**config.mk**
```make
export PLATFORM = sky130hd
export DESIGN_NAME = msg_write
export DESIGN_NICKNAME = d
export VERILOG_FILES = /design/src/rtl/msg_pkg.sv /design/src/rtl/pulse_timeout.sv /design/src/rtl/msg_write.sv
export SDC_FILE = /design/constraint.sdc
export NUM_CORES = 1
export LEC_CHECK = 0
export BUFFER_PORTS_ARGS = -buffer_cell sky130_fd_sc_hd__buf_2
export CAP_MARGIN = 10
export CORE_MARGIN = 2
export CORE_UTILIZATION = 54
export CTS_CLUSTER_SIZE = 25
export DETAILED_ROUTE_END_ITERATION = 8
export PLACE_DENSITY = 0.79
export SYNTH_ARGS = -nofsm -noshare
export SYNTH_HDL_FRONTEND = slang
export SYNTH_SLANG_ARGS = --single-unit
```
**constraint.sdc**
```tcl
create_clock -name OPB_CLK -period 2.4 [get_ports OPB_CLK]
set_input_delay 0.48 -clock OPB_CLK [delete_from_list [all_inputs] [get_ports OPB_CLK]]
set_output_delay 0.48 -clock OPB_CLK [all_outputs]
set_load 0.005 [all_outputs]
```
**src/rtl/msg_pkg.sv**
```systemverilog
// Shared definitions for the OPB message framing blocks (msg_read / msg_write).
package msg_pkg;

  localparam logic [7:0]  MSG_HDR_WR    = 8'h5A;
  localparam logic [7:0]  MSG_HDR_RD    = 8'h5B;
  localparam logic [7:0]  MSG_HDR_RSP   = 8'h5C;
  localparam int unsigned MSG_FRAME_LEN = 10;
  localparam int unsigned MSG_IDX_W     = 4;

  typedef enum logic {
    MSG_WR_IDLE = 1'b0,
    MSG_WR_SEND = 1'b1
  } msg_wr_state_e;

  // Latched read response carried by one frame.
  typedef struct packed {
    logic [31:0] addr;
    logic [31:0] data;
  } msg_rsp_t;

  function automatic logic [7:0] msg_tail(input logic [7:0] hdr);
    return ~hdr;
  endfunction

endpackage

```
**src/rtl/pulse_timeout.sv**
```systemverilog
// Counts rising edges of a slow pulse while enabled; flags expiry at LIMIT (saturating).
module pulse_timeout #(
  parameter int unsigned LIMIT = 200,
  parameter int unsigned CNT_W = 8
) (
  input  logic clk_i,
  input  logic rst_i,
  input  logic pulse_i,
  input  logic clear_i,
  input  logic enable_i,
  output logic expired_o
);

  logic             pulse_q;
  logic             rise_c;
  logic [CNT_W-1:0] cnt_q;
  logic [CNT_W-1:0] cnt_d;

  assign rise_c    = pulse_i && !pulse_q;
  assign expired_o = (cnt_q == CNT_W'(LIMIT));

  always_comb begin
    cnt_d = cnt_q;
    if (clear_i) begin
      cnt_d = '0;
    end else if (enable_i && rise_c && !expired_o) begin
      cnt_d = cnt_q + CNT_W'(1);
    end
  end

  always_ff @(posedge clk_i) begin
    if (rst_i) begin
      pulse_q <= 1'b0;
      cnt_q   <= '0;
    end else begin
      pulse_q <= pulse_i;
      cnt_q   <= cnt_d;
    end
  end

endmodule

```
**src/rtl/msg_write.sv**
```systemverilog
// Serialises an OPB read response into a 10-byte frame written into the TX FIFO.
module msg_write
  import msg_pkg::*;
#(
  parameter logic [7:0]  RSP_HEADER     = MSG_HDR_RSP,
  parameter int unsigned TIMEOUT_PULSES = 200,
  parameter int unsigned CNT_W          = 8
) (
  input  logic        OPB_CLK,
  input  logic        OPB_RST,
  input  logic        PULSE_2KHZ,
  input  logic        RSP_REQ,
  input  logic [31:0] RSP_ADDR,
  input  logic [31:0] RSP_DATA,
  input  logic        TX_FIFO_FULL,
  output logic        TX_FIFO_WR,
  output logic [7:0]  TX_FIFO_DATA,
  output logic        BUSY,
  output logic        error_flag
);

  localparam int unsigned IDX_W = MSG_IDX_W;
  localparam logic [IDX_W-1:0] LAST_IDX = IDX_W'(MSG_FRAME_LEN - 1);

  msg_wr_state_e    state_q, state_d;
  logic [IDX_W-1:0] idx_q, idx_d;
  msg_rsp_t         shadow_q, shadow_d;
  logic             error_q, error_d;
  logic             accept_c;
  logic             wr_c;
  logic             tail_wr_c;
  logic             expired_c;
  logic [7:0]       byte_c;

  // Write strobe is combinational so a full FIFO blocks the write in the same cycle.
  assign wr_c      = (state_q == MSG_WR_SEND) && !TX_FIFO_FULL;
  assign tail_wr_c = wr_c && (idx_q == LAST_IDX);

  pulse_timeout #(
    .LIMIT (TIMEOUT_PULSES),
    .CNT_W (CNT_W)
  ) u_timeout (
    .clk_i     (OPB_CLK),
    .rst_i     (OPB_RST),
    .pulse_i   (PULSE_2KHZ),
    .clear_i   (accept_c),
    .enable_i  (state_q == MSG_WR_SEND),
    .expired_o (expired_c)
  );

  // A request on the tail-write edge chains straight into the next frame.
  always_comb begin
    state_d  = state_q;
    idx_d    = idx_q;
    shadow_d = shadow_q;
    error_d  = 1'b0;
    accept_c = 1'b0;
    unique case (state_q)
      MSG_WR_IDLE: accept_c = RSP_REQ;
      MSG_WR_SEND: begin
        if (tail_wr_c) begin
          state_d  = MSG_WR_IDLE;
          accept_c = RSP_REQ;
        end else begin
          error_d = RSP_REQ;
          if (wr_c) idx_d = idx_q + IDX_W'(1);
          if (expired_c) begin
            state_d = MSG_WR_IDLE;
            error_d = 1'b1;
          end
        end
      end
      default: state_d = MSG_WR_IDLE;
    endcase
    if (accept_c) begin
      state_d  = MSG_WR_SEND;
      idx_d    = '0;
      shadow_d = '{addr: RSP_ADDR, data: RSP_DATA};
    end
  end

  // Byte select; unreachable indices decode to the tail.
  always_comb begin
    byte_c = 8'h00;
    if (state_q == MSG_WR_SEND) begin
      case (idx_q)
        4'd0:    byte_c = RSP_HEADER;
        4'd1:    byte_c = shadow_q.addr[31:24];
        4'd2:    byte_c = shadow_q.addr[23:16];
        4'd3:    byte_c = shadow_q.addr[15:8];
        4'd4:    byte_c = shadow_q.addr[7:0];
        4'd5:    byte_c = shadow_q.data[31:24];
        4'd6:    byte_c = shadow_q.data[23:16];
        4'd7:    byte_c = shadow_q.data[15:8];
        4'd8:    byte_c = shadow_q.data[7:0];
        default: byte_c = msg_tail(RSP_HEADER);
      endcase
    end
  end

  always_ff @(posedge OPB_CLK) begin
    if (OPB_RST) begin
      state_q  <= MSG_WR_IDLE;
      idx_q    <= '0;
      shadow_q <= '0;
      error_q  <= 1'b0;
    end else begin
      state_q  <= state_d;
      idx_q    <= idx_d;
      shadow_q <= shadow_d;
      error_q  <= error_d;
    end
  end

  assign TX_FIFO_WR   = wr_c;
  assign TX_FIFO_DATA = byte_c;
  assign BUSY         = (state_q == MSG_WR_SEND);
  assign error_flag   = error_q;

endmodule

```
; Word level (Yosys, flattened, before mapping)
; Index checks and enable logic that the tools add are counted.
[classes]
add_sub_neg = 2
eq_ne = 10
n_mux = 9
n_bitwise = 2
reduce_logical = 12
[ops]
columns = op, n
row1 = $pmux 8 s9, 1
row2 = $eq 4x3->1 const B, 4
row3 = $add 8x1->8 const B, 1
row4 = $eq 4x2->1 const B, 2
row5 = $eq 4x4->1 const B, 2
row6 = $eq 8x8->1 const B, 1
row7 = $mux 8, 1
row8 = $mux 1, 6
row9 = $logic_and 1x1->1, 5
row10 = $add 4x1->4 const B, 1
row11 = $eq 4x1->1 const B, 1
row12 = $logic_not 4->1, 1
row13 = $logic_not 1->1, 3
row14 = $reduce_and 3->1, 1
row15 = $reduce_or 3->1, 1
row16 = $not 1->1, 2
row17 = $pmux 1 s2, 1
row18 = $reduce_or 2->1, 1
[totals]
register_bits = 79
wordCells = 42

; Longest topological paths before layout
; Gate-level depths: netlist of the first run.
[logic_depth]
depth_word = 6
mapped_depth = 9
mapped_depth_nobuf = 6

; Modules after synthesis
; A second synthesis of the first run with hierarchy kept.
[hier_totals]
hier_cells = 454
hier_area_um2 = 3588.4
[modules_own_cells]
columns = module, n_inst, cells_per_inst, area_each_um2, seq_area_each_um2
row1 = msg_write, 1, 402, 3120.5, 1401.3
row2 = pulse_timeout, 1, 52, 467.9, 180.2

; Worst setup path before layout of the first run
; No wires, ideal clock.
[synth_timing]
path_type = register to output
from = reg idx_q[1]
to = out TX_FIFO_DATA[2]
arrival_time_ns = 1.607
required_ns = 1.920
path_slack_ns = 0.313
path_stages_with_launch = 8
n_path_buf = 1
cell_sequence = dfxtp_1 inv_1 ha_1 clkbuf_2 or4_1 o21ai_2 nand2b_1 nor2_1
[synth_via]
elab_chain_cells = 3
[synth_rtl]
columns = item, line_no
row1 = from (decl), msg_write.sv:26  ; logic [IDX_W-1:0] idx_q, idx_d;
row2 = from (signal assigned), msg_write.sv:109  ; idx_q <= idx_d;
row3 = $eq 4x4->1 (tied with other cells), msg_write.sv:86  ; case (idx_q)
row4 = $pmux 8 s9 (*), msg_write.sv:86
row5 = $mux 8 (*), msg_write.sv:85  ; if (state_q == MSG_WR_SEND) begin
row6 = to (decl), msg_write.sv:17  ; output logic [7:0] TX_FIFO_DATA,
; Every way passes the cells marked *; elsewhere a longest branch is shown, timed or not.

; Worst setup path in the final report of the first run
[layout_timing]
from = reg idx_q[1]
to = out TX_FIFO_DATA[1]
; Same word-level chain as after synthesis.

==> results.cfg, run 1 <==
[synthesis]
synth_fp_nets = 538
synth_area_leader_cell = dfxtp_1
synth_edf_count = 0
synth-seq-area-share = 0.436
ys_async_sr_fraction = 0
yosysTopAreaCellShare = 0.436
synth_cell_types = 41
avgSynthCellArea_um2 = 7.83
synth.area.top_cells = dfxtp_1, nand2_1, a21oi_1
ys_warn_count = 0
synth-seq-cells = 79
synth_area_um2 = 3620
synthCells = 463
synth_ff_type = dfxtp_1

[place]
dp_hpwl_um = 6970
dp.cells = 598
place_ws_ns = 0.137
gp_congestion = 0.915
portBuffers = 79

[timing]
setup_viol_count_final = 7
fin_crit_sh = 1.03
relSlewSlack = 0.649
worst_slew_pin_slew_ns = 0.526
hold_slack_ns = 0.357
final.setup.worst_slack_ns = -0.0609
fmax_ghz = 0.406
final-hold-violation-count = 0
period_needed_ns = 2.46
rsz0062_at_grt = yes
finalSetupTns_ns = -0.280
fin_worst_skew_ns = 0.00815
slew_violations = 0

[floorplanning]
die_w_um = 85.9
core_um2 = 6420
ios = 80
dieArea_um2 = 7380
fp-row-count = 29
start_util = 0.564
die_h_um = 85.9

[worst_setup_path]
crit_path_end_kind = output pin
worstPathRequired_ns = 1.92
reg2reg_depth = 8
arrival_ns = 1.98
crit_path_start = idx_q[1]
critPathLaunchType = flip-flop
reg2reg_setup_slack_ns = 0.48
timing.rr.start = idx_q[1]
worstSetupPathType = flip-flop to output pin
critPathMaxFanout = 8
rr_endpoint = shadow_q[49]

[status]
violations = negative setup slack
status = complete, but fails checks

[layout]
n_fill_cell = 540
finalNetCount = 614
fin_cells = 621
antenna_cells = 0
area_delta_synth_final_pct = 21.1
drive_above_1_share = 0.248

[routing]
ant_nets = 0
vias = 3448
wirelength_um = 9590
vias_per_cell = 5.55
wl_per_cell_um = 15.4
drt_iter0_drc = 215
drtPass1Iterations = 5
drc = 0

[clocking]
cts_hold_buf = 0
htreeDepth = 3
clock_latency_ns = 0.35
clockBufferDepth = 2
clk_pin_slew_ns = 0.09
cts_buffers = 9
clkSinkCount = 79
root_buffer = clkbuf_8
cts_tree = done

[power]
powerDensity_nw_per_um2 = 651
leakagePower_nw = 1.70
ir_drop_v = 0.000484
power_mw = 2.86

[run]
maxCapViolations = 0

[grt]
grtUsageTotal = 0.267
grt_pass1_vias = 3252
grt_max_degree = 54
grt_pass1_wl_um = 15600
antenna_found_initial = 0
globalRouteOverflowTotal = 0

[hold_path]
hold_end = shadow_q[14]
holdPathStages = 3
hold_class = input port to flip-flop
hold_start = RSP_DATA[14]
-- worst max-delay path by stage --
stage / slack, ns / endpoint / cells past startpoint
6_report: -0.06 / TX_FIFO_DATA[1] / 7
5_1_grt: -0.11 / TX_FIFO_DATA[3] / 7
4_1_cts: -0.05 / TX_FIFO_DATA[4] / 7
3_5_place_dp: 0.14 / TX_FIFO_DATA[4] / 7
3_3_place_gp: 0.17 / TX_FIFO_DATA[2] / 7
2_1_floorplan: 0.31 / TX_FIFO_DATA[2] / 7
-- logic make-up after synthesis --
family	share of synthesized area
AND/OR/NAND/NOR	0.233
buffers and inverters	0.0766
AO/OA/AOI/OAI	0.200
flip-flops	0.436
adder cells (fa/ha/maj)	0.0207
multiplexers	0.0138
XOR/XNOR	0.0193
-- layout make-up --
type | instances | area (um2) | share of cell area
multi-input combinational | 341 | 1860 | 0.423
sequential | 79 | 1590 | 0.362
timing repair buffer | 100 | 581 | 0.132
clock buffer | 9 | 124 | 0.0282
clock inverter | 7 | 104 | 0.0237
tap | 77 | 96.3 | 0.0219
inverter | 8 | 37.5 | 0.00855
-- cell usage after synthesis, types with 3 or more instances --
| cell | number |
|---|---|
| ha_1 | 6 |
| nand2b_1 | 6 |
| o41a_1 | 3 |
| a22oi_1 | 6 |
| buf_2 | 8 |
| nor2_1 | 18 |
| inv_1 | 8 |
| o21ai_0 | 6 |
| mux2i_1 | 5 |
| nor3_1 | 3 |
| nand2_1 | 141 |
| xnor2_1 | 8 |
| buf_6 | 14 |
| o22ai_1 | 4 |
| dfxtp_1 | 79 |
| a21oi_1 | 85 |
| clkbuf_1 | 12 |
| nor2b_1 | 3 |
| a222oi_1 | 3 |
| nand3_1 | 18 |
-- power breakdown --
group / leakage [nW] / switching, mW / internal, mW
Sequential: 0.649 / 0.0549 / 1.38
Clock: 0.108 / 0.519 / 0.600
Combinational: 0.946 / 0.171 / 0.133
-- repair_timing --
| item | in CTS | in global routing |
|---|---|---|
| setup buffers | 6 | 1 |
| pin swaps | 9 | 8 |
| setup endpoints to repair | 8 | 8 |
| gates resized for setup | 24 | 5 |
-- state kept, by name, summed over array words and instances (netlist names) --
signal             cells
error_flag             1
idx_q                  4
shadow_q              64
u_timeout.cnt_q        8
u_timeout.pulse_q      1
BUSY                   1
-- cells in the final DEF, fill, tap and decap left out, drive strengths merged, types with 2 or more instances in the layout --
master    Yosys  layout
a21oi        85      85
a222oi        3       3
a22o          2       2
a22oi         6       6
a311oi        2       2
and4bb        2       2
buf          22     100
bufinv        0       2
clkbuf       13       9
clkinvlp      0       2
dfxtp        79      79
ha            6       6
inv           8      11
mux2i         5       5
nand2       141     141
nand2b        6       6
nand3        18      18
nand3b        2       2
nand4b        2       2
nor2         18      18
nor2b         3       3
nor3          3       3
o21a          2       2
o21ai         8       8
o22ai         4       4
o41a          3       3
xnor2         8       8
-- routing by layer --
metal / wire, um / track usage / share of wire
met1: 4290 / 0.358 / 0.45
met2: 4540 / 0.441 / 0.47
met3: 626 / 0.0433 / 0.065
met4: 138 / 0.0808 / 0.014
met5: 0 / 0 / 0
-- worst max-delay path, cell delays in order, from the launching register on --
cell and delay [ns]:
dfxtp_4 0.40, inv_4 0.05, ha_4 0.16, buf_6 0.13
a22oi_1 0.21, o22ai_1 0.18, o41a_1 0.36, buf_2 0.14
-- metrics by stage --
stage	cell area (um2)	utilization
2_1_floorplan	3620	-
3_3_place_gp	4000	0.622
3_5_place_dp	4000	0.622
4_1_cts	4360	0.680
5_1_grt	4390	0.683
6_report	4390	0.683
Note: power is estimated with default switching activity, not from simulation.
==> inputs of run 2 (changes only) <==
Settings changed: SETUP_SLACK_MARGIN set to 0.1.
==> run 2 against run 1 <==
Power is essentially flat. Final area is 0.54% lower. The run still ends with negative setup slack left. Cell count fell by 0.64%.
==> results.cfg, run 2 (synthesized netlist as in run 1, its figures left out) <==
[clocking]
clockBufferDepth = 2
cts_buffers = 9
cts_tree = done
clk_pin_slew_ns = 0.09
cts_hold_buf = 0
clock_latency_ns = 0.35
clkSinkCount = 79
root_buffer = clkbuf_8
htreeDepth = 3

[routing]
vias_per_cell = 5.51
drt_iter0_drc = 189
drc = 0
drtPass1Iterations = 4
vias = 3397
wirelength_um = 9460
wl_per_cell_um = 15.3
ant_nets = 0

[layout]
largest_register_ffs = 64
finalNetCount = 610
design_area_um2 = 4370
layout_commonest_cell = nand2_1
fin_cells = 617
antenna_cells = 0
drive_above_1_share = 0.246
final_cell_mix = nand2_1, a21oi_1, buf_2
finish.utilization = 0.680
max_flop_register = shadow_q
area_delta_synth_final_pct = 20.4
biggestRegsByFlops = shadow_q x64, u_timeout.cnt_q x8, idx_q x4

[worst_setup_path]
critPathMaxFanout = 5
reg2reg_setup_slack_ns = 0.46
cp_num_buf_inv = 2
critPathMaxStageDelay_ns = 0.54
cpMaxStageDelayCell = or4_4
critPathLaunchType = flip-flop
crit_path_end_kind = output pin
path_cells = inv_4, ha_4, or4_4, o21ai_4, nand2b_4, a21oi_1, buf_2
reg2reg_depth = 8
arrival_ns = 1.98
worstPathRequired_ns = 1.92
worstSetupPathType = flip-flop to output pin
timing.rr.start = idx_q[1]
path_delay_family = simple AND/OR/NAND/NOR gates
rr_endpoint = shadow_q[49]

[floorplanning]
start_util = 0.564
die_w_um = 85.9
core_um2 = 6420
dieArea_um2 = 7380
ios = 80
fp-row-count = 29
die_h_um = 85.9

[run]
maxCapViolations = 0

[grt]
antenna_found_initial = 0
globalRouteOverflowTotal = 0
grt_pass1_vias = 3217
grt_pass1_wl_um = 15500
grtUsageTotal = 0.266
grt_max_degree = 54

[place]
gp_congestion = 0.915
place_ws_ns = 0.137
dp_hpwl_um = 6970
dp.cells = 598
postPlaceCellArea_um2 = 4000
portBuffers = 79

[power]
leakagePower_nw = 1.68
ir_drop_v = 0.000484
powerDensity_nw_per_um2 = 654

[timing]
fin_worst_skew_ns = 0.00806
setup_viol_count_final = 6
slew_violations = 0
worst_slew_pin_slew_ns = 0.543
fmax_ghz = 0.406
rsz0062_at_grt = yes
final-hold-violation-count = 0
final.setup.worst_slack_ns = -0.0615
relSlewSlack = 0.638
period_needed_ns = 2.46
finalSetupTns_ns = -0.237
fin_crit_sh = 1.03

[status]
violations = negative setup slack
status = complete, but fails checks

[hold_path]
hold_class = input port to flip-flop
hold_end = shadow_q[14]
holdPathStages = 3
hold_start = RSP_DATA[14]
==> run 2: repair_timing <==
action / CTS / global route
pin swaps: 11 / 5
setup endpoints to repair: 8 / 8
gates resized for setup: 25 / 4
setup buffers: 3 / 0
==> run 2: worst max path at each step <==
stage | slack [ns] | startpoint | depth (start not counted) | to
3_5_place_dp | 0.14 | idx_q[0] | 7 | TX_FIFO_DATA[4]
4_1_cts | -0.05 | idx_q[1] | 7 | TX_FIFO_DATA[4]
6_report | -0.06 | idx_q[1] | 7 | TX_FIFO_DATA[6]
2_1_floorplan | 0.31 | idx_q[1] | 7 | TX_FIFO_DATA[2]
5_1_grt | -0.12 | idx_q[1] | 7 | TX_FIFO_DATA[3]
3_3_place_gp | 0.17 | idx_q[0] | 7 | TX_FIFO_DATA[2]
==> run 2: power breakdown <==
group | switching [mW] | internal (mW)
clock | 0.519 | 0.600
sequential | 0.0541 | 1.38
combinational | 0.171 | 0.133
total | 0.743 | 2.11
==> run 2: metal layers <==
layer,track usage,wire length (um),vias up
met2,0.439,4430,113
met5,0,0,-
met3,0.0433,528,12
met1,0.356,4370,1560
met4,0.0808,135,0
li1,-,-,1712
==> run 2: metrics by stage <==
stage / hold WS (ns) / total power [mW]
2_1_floorplan: 0.431 / 1.65
3_3_place_gp: 0.445 / 1.74
3_5_place_dp: 0.448 / 1.75
4_1_cts: 0.346 / 2.87
5_1_grt: 0.346 / 2.97
6_report: 0.356 / 2.85
==> run 2: worst reg2reg max path, cell delays in order, from the launching register on <==
cell and delay, ns:
dfxtp_4 0.40, inv_4 0.06, ha_4 0.16, buf_4 0.16
and4bb_1 0.24, o21ai_4 0.25, buf_4 0.35, nand2_1 0.10
a21oi_1 0.16
==> run 2: layout make-up <==
| cell class | count | area [um2] |
|---|---|---|
| clock inverter | 7 | 104 |
| multi-input combinational | 341 | 1870 |
| tap | 77 | 96.3 |
| inverter | 8 | 35.0 |
| fill | 549 | 2060 |
| clock buffer | 9 | 124 |
| timing repair buffer | 96 | 547 |
| sequential | 79 | 1590 |
==> inputs of run 3 (changes only) <==
Settings changed: PLACE_DENSITY 0.79 to unset, PLACE_DENSITY_LB_ADDON set to 0.15.
==> run 3 against run 2 <==
The flow still finishes with violations (negative setup slack). Largest power group unchanged. Critical path type unchanged. Power decreased by 0.84%. Combinational power grew 2%. Critical endpoint is now TX_FIFO_DATA[4]. Global-route usage up 0.054 points. Critical path depth did not move. Routed wire length shrank 0.90%. Clock power hardly changed. Sequential share of layout area is 0.56 points lower.
==> results.cfg, run 3 (synthesized netlist as in run 1, its figures left out) <==
[status]
status = complete, but fails checks
violations = negative setup slack

[routing]
wirelength_um = 9380
wl_met1_um = 4260
drt_iter0_drc = 168
top_layer = met4
drc = 0
vias_per_cell = 5.55
routed-wl-met2_um = 4490
vias = 3451
wl_per_cell_um = 15.1
ant_nets = 0
wl_met3_um = 508
drtPass1Iterations = 5

[power]
cellInternalPower_mw = 2.10
pwr-share-comb = 0.110
swShare = 0.257
pwr-share-seq = 0.505
ir_drop_v = 0.000450
p_clk_frac = 0.385
p_sw_mw = 0.726
powerDensity_nw_per_um2 = 638
power_mw = 2.83
leakagePower_nw = 1.73

[floorplanning]
core_um2 = 6420
die_h_um = 85.9
fp-row-count = 29
ios = 80
dieArea_um2 = 7380
start_util = 0.564
die_w_um = 85.9

[hold_path]
hold_class = input port to flip-flop
holdPathStages = 3

[timing]
worst_slew_pin_slew_ns = 0.670
hold_slack_ns = 0.352
slew_violations = 0
final-hold-violation-count = 0
fmax_ghz = 0.404
fin_crit_sh = 1.03
rsz0062_at_grt = yes
period_needed_ns = 2.48
final.setup.worst_slack_ns = -0.0775
setup_viol_count_final = 8
fin_worst_skew_ns = 0.00771
relSlewSlack = 0.554

[worst_setup_path]
critPathMaxFanout = 5
crit_path_end_kind = output pin
reg2reg_depth = 8
arrival_ns = 2.00
critPathLaunchType = flip-flop
worstPathRequired_ns = 1.92
worstSetupPathType = flip-flop to output pin

[grt]
globalRouteOverflowTotal = 0
grt_pass1_vias = 3150
grt_max_degree = 65
antenna_found_initial = 0
grtUsageTotal = 0.266
grt_pass1_wl_um = 15400

[place]
dp_hpwl_um = 6600
gp_congestion = 0.914
portBuffers = 79
place_ws_ns = -0.0722
dp.cells = 596

[layout]
area_delta_synth_final_pct = 22.4
layout_commonest_cell = nand2_1
antenna_cells = 0
largest_register_ffs = 64
drive_above_1_share = 0.262
fin_cells = 622
biggestRegsByFlops = shadow_q x64, u_timeout.cnt_q x8, idx_q x4
final_cell_mix = nand2_1, a21oi_1, buf_2
finalNetCount = 615
max_flop_register = shadow_q

[clocking]
clkSinkCount = 79
clock_latency_ns = 0.35
cts_buffers = 9
cts_tree = done
clk_pin_slew_ns = 0.08
clockBufferDepth = 2
htreeDepth = 3
root_buffer = clkbuf_8

[run]
maxCapViolations = 0
run 3: cell types whose count changed in the layout (fill, tap and decap cells not counted), sizes merged:
cell / delta
clkinvlp: -2
buf: +5
inv: -2
clkinv: +4
run 3: metrics by stage:
step | cell area, um2 | util | setup TNS (ns)
6_report | 4440 | 0.691 | -0.348
2_1_floorplan | 3620 | - | 0
3_3_place_gp | 3980 | 0.620 | 0
4_1_cts | 4320 | 0.673 | -0.411
3_5_place_dp | 3980 | 0.620 | -0.898
5_1_grt | 4440 | 0.691 | -0.820
run 3: timing repair:
action	CTS	global route
buffers inserted	3	7
hold buffers	0	0
pin swaps	5	5
setup endpoints to repair	72	8
resized for setup	26	15
run 3: final cells by class:
class / count / area (um2)
repair buffers: 101 / 601
well taps: 77 / 96.3
inverters: 8 / 37.5
clock buffers: 9 / 124
clock inverters: 7 / 96.3
flip-flops and latches: 79 / 1590
multi-input cells: 341 / 1890
fillers: 585 / 1990
run 3: power by group through the flow:
stage / combinational [mW] / sequential, mW / clock [mW]
global placement: 0.283 / 1.46 / 0
finish: 0.311 / 1.43 / 1.09
CTS: 0.302 / 1.43 / 1.11
detailed placement: 0.290 / 1.46 / 0
floorplan: 0.212 / 1.44 / 0
global route: 0.352 / 1.44 / 1.16
run 3: routing by layer:
layer  vias to the layer above  track usage
met3                        15       0.0597
met2                       106        0.431
met1                      1607        0.360
li1                       1723            -
met4                         0       0.0678
met5                         -            0
run 3: final timing paths:
| check | start | end | slack (ns) |
|---|---|---|---|
| worst max-delay path | idx_q[1] | TX_FIFO_DATA[4] | -0.08 |
| worst min-delay path | RSP_ADDR[8] | shadow_q[40] | 0.35 |
| worst max register to register | idx_q[1] | shadow_q[42] | 0.31 |
| worst min register to register | shadow_q[9] | shadow_q[9] | 0.46 |
run 3: critical path, stage by stage (launching register included):
cell and delay, ns:
dfxtp_4 0.37, buf_6 0.12, ha_4 0.17, or4_4 0.50, o21ai_4 0.11, nand2b_4 0.19, nor2_1 0.08, buf_2 0.13
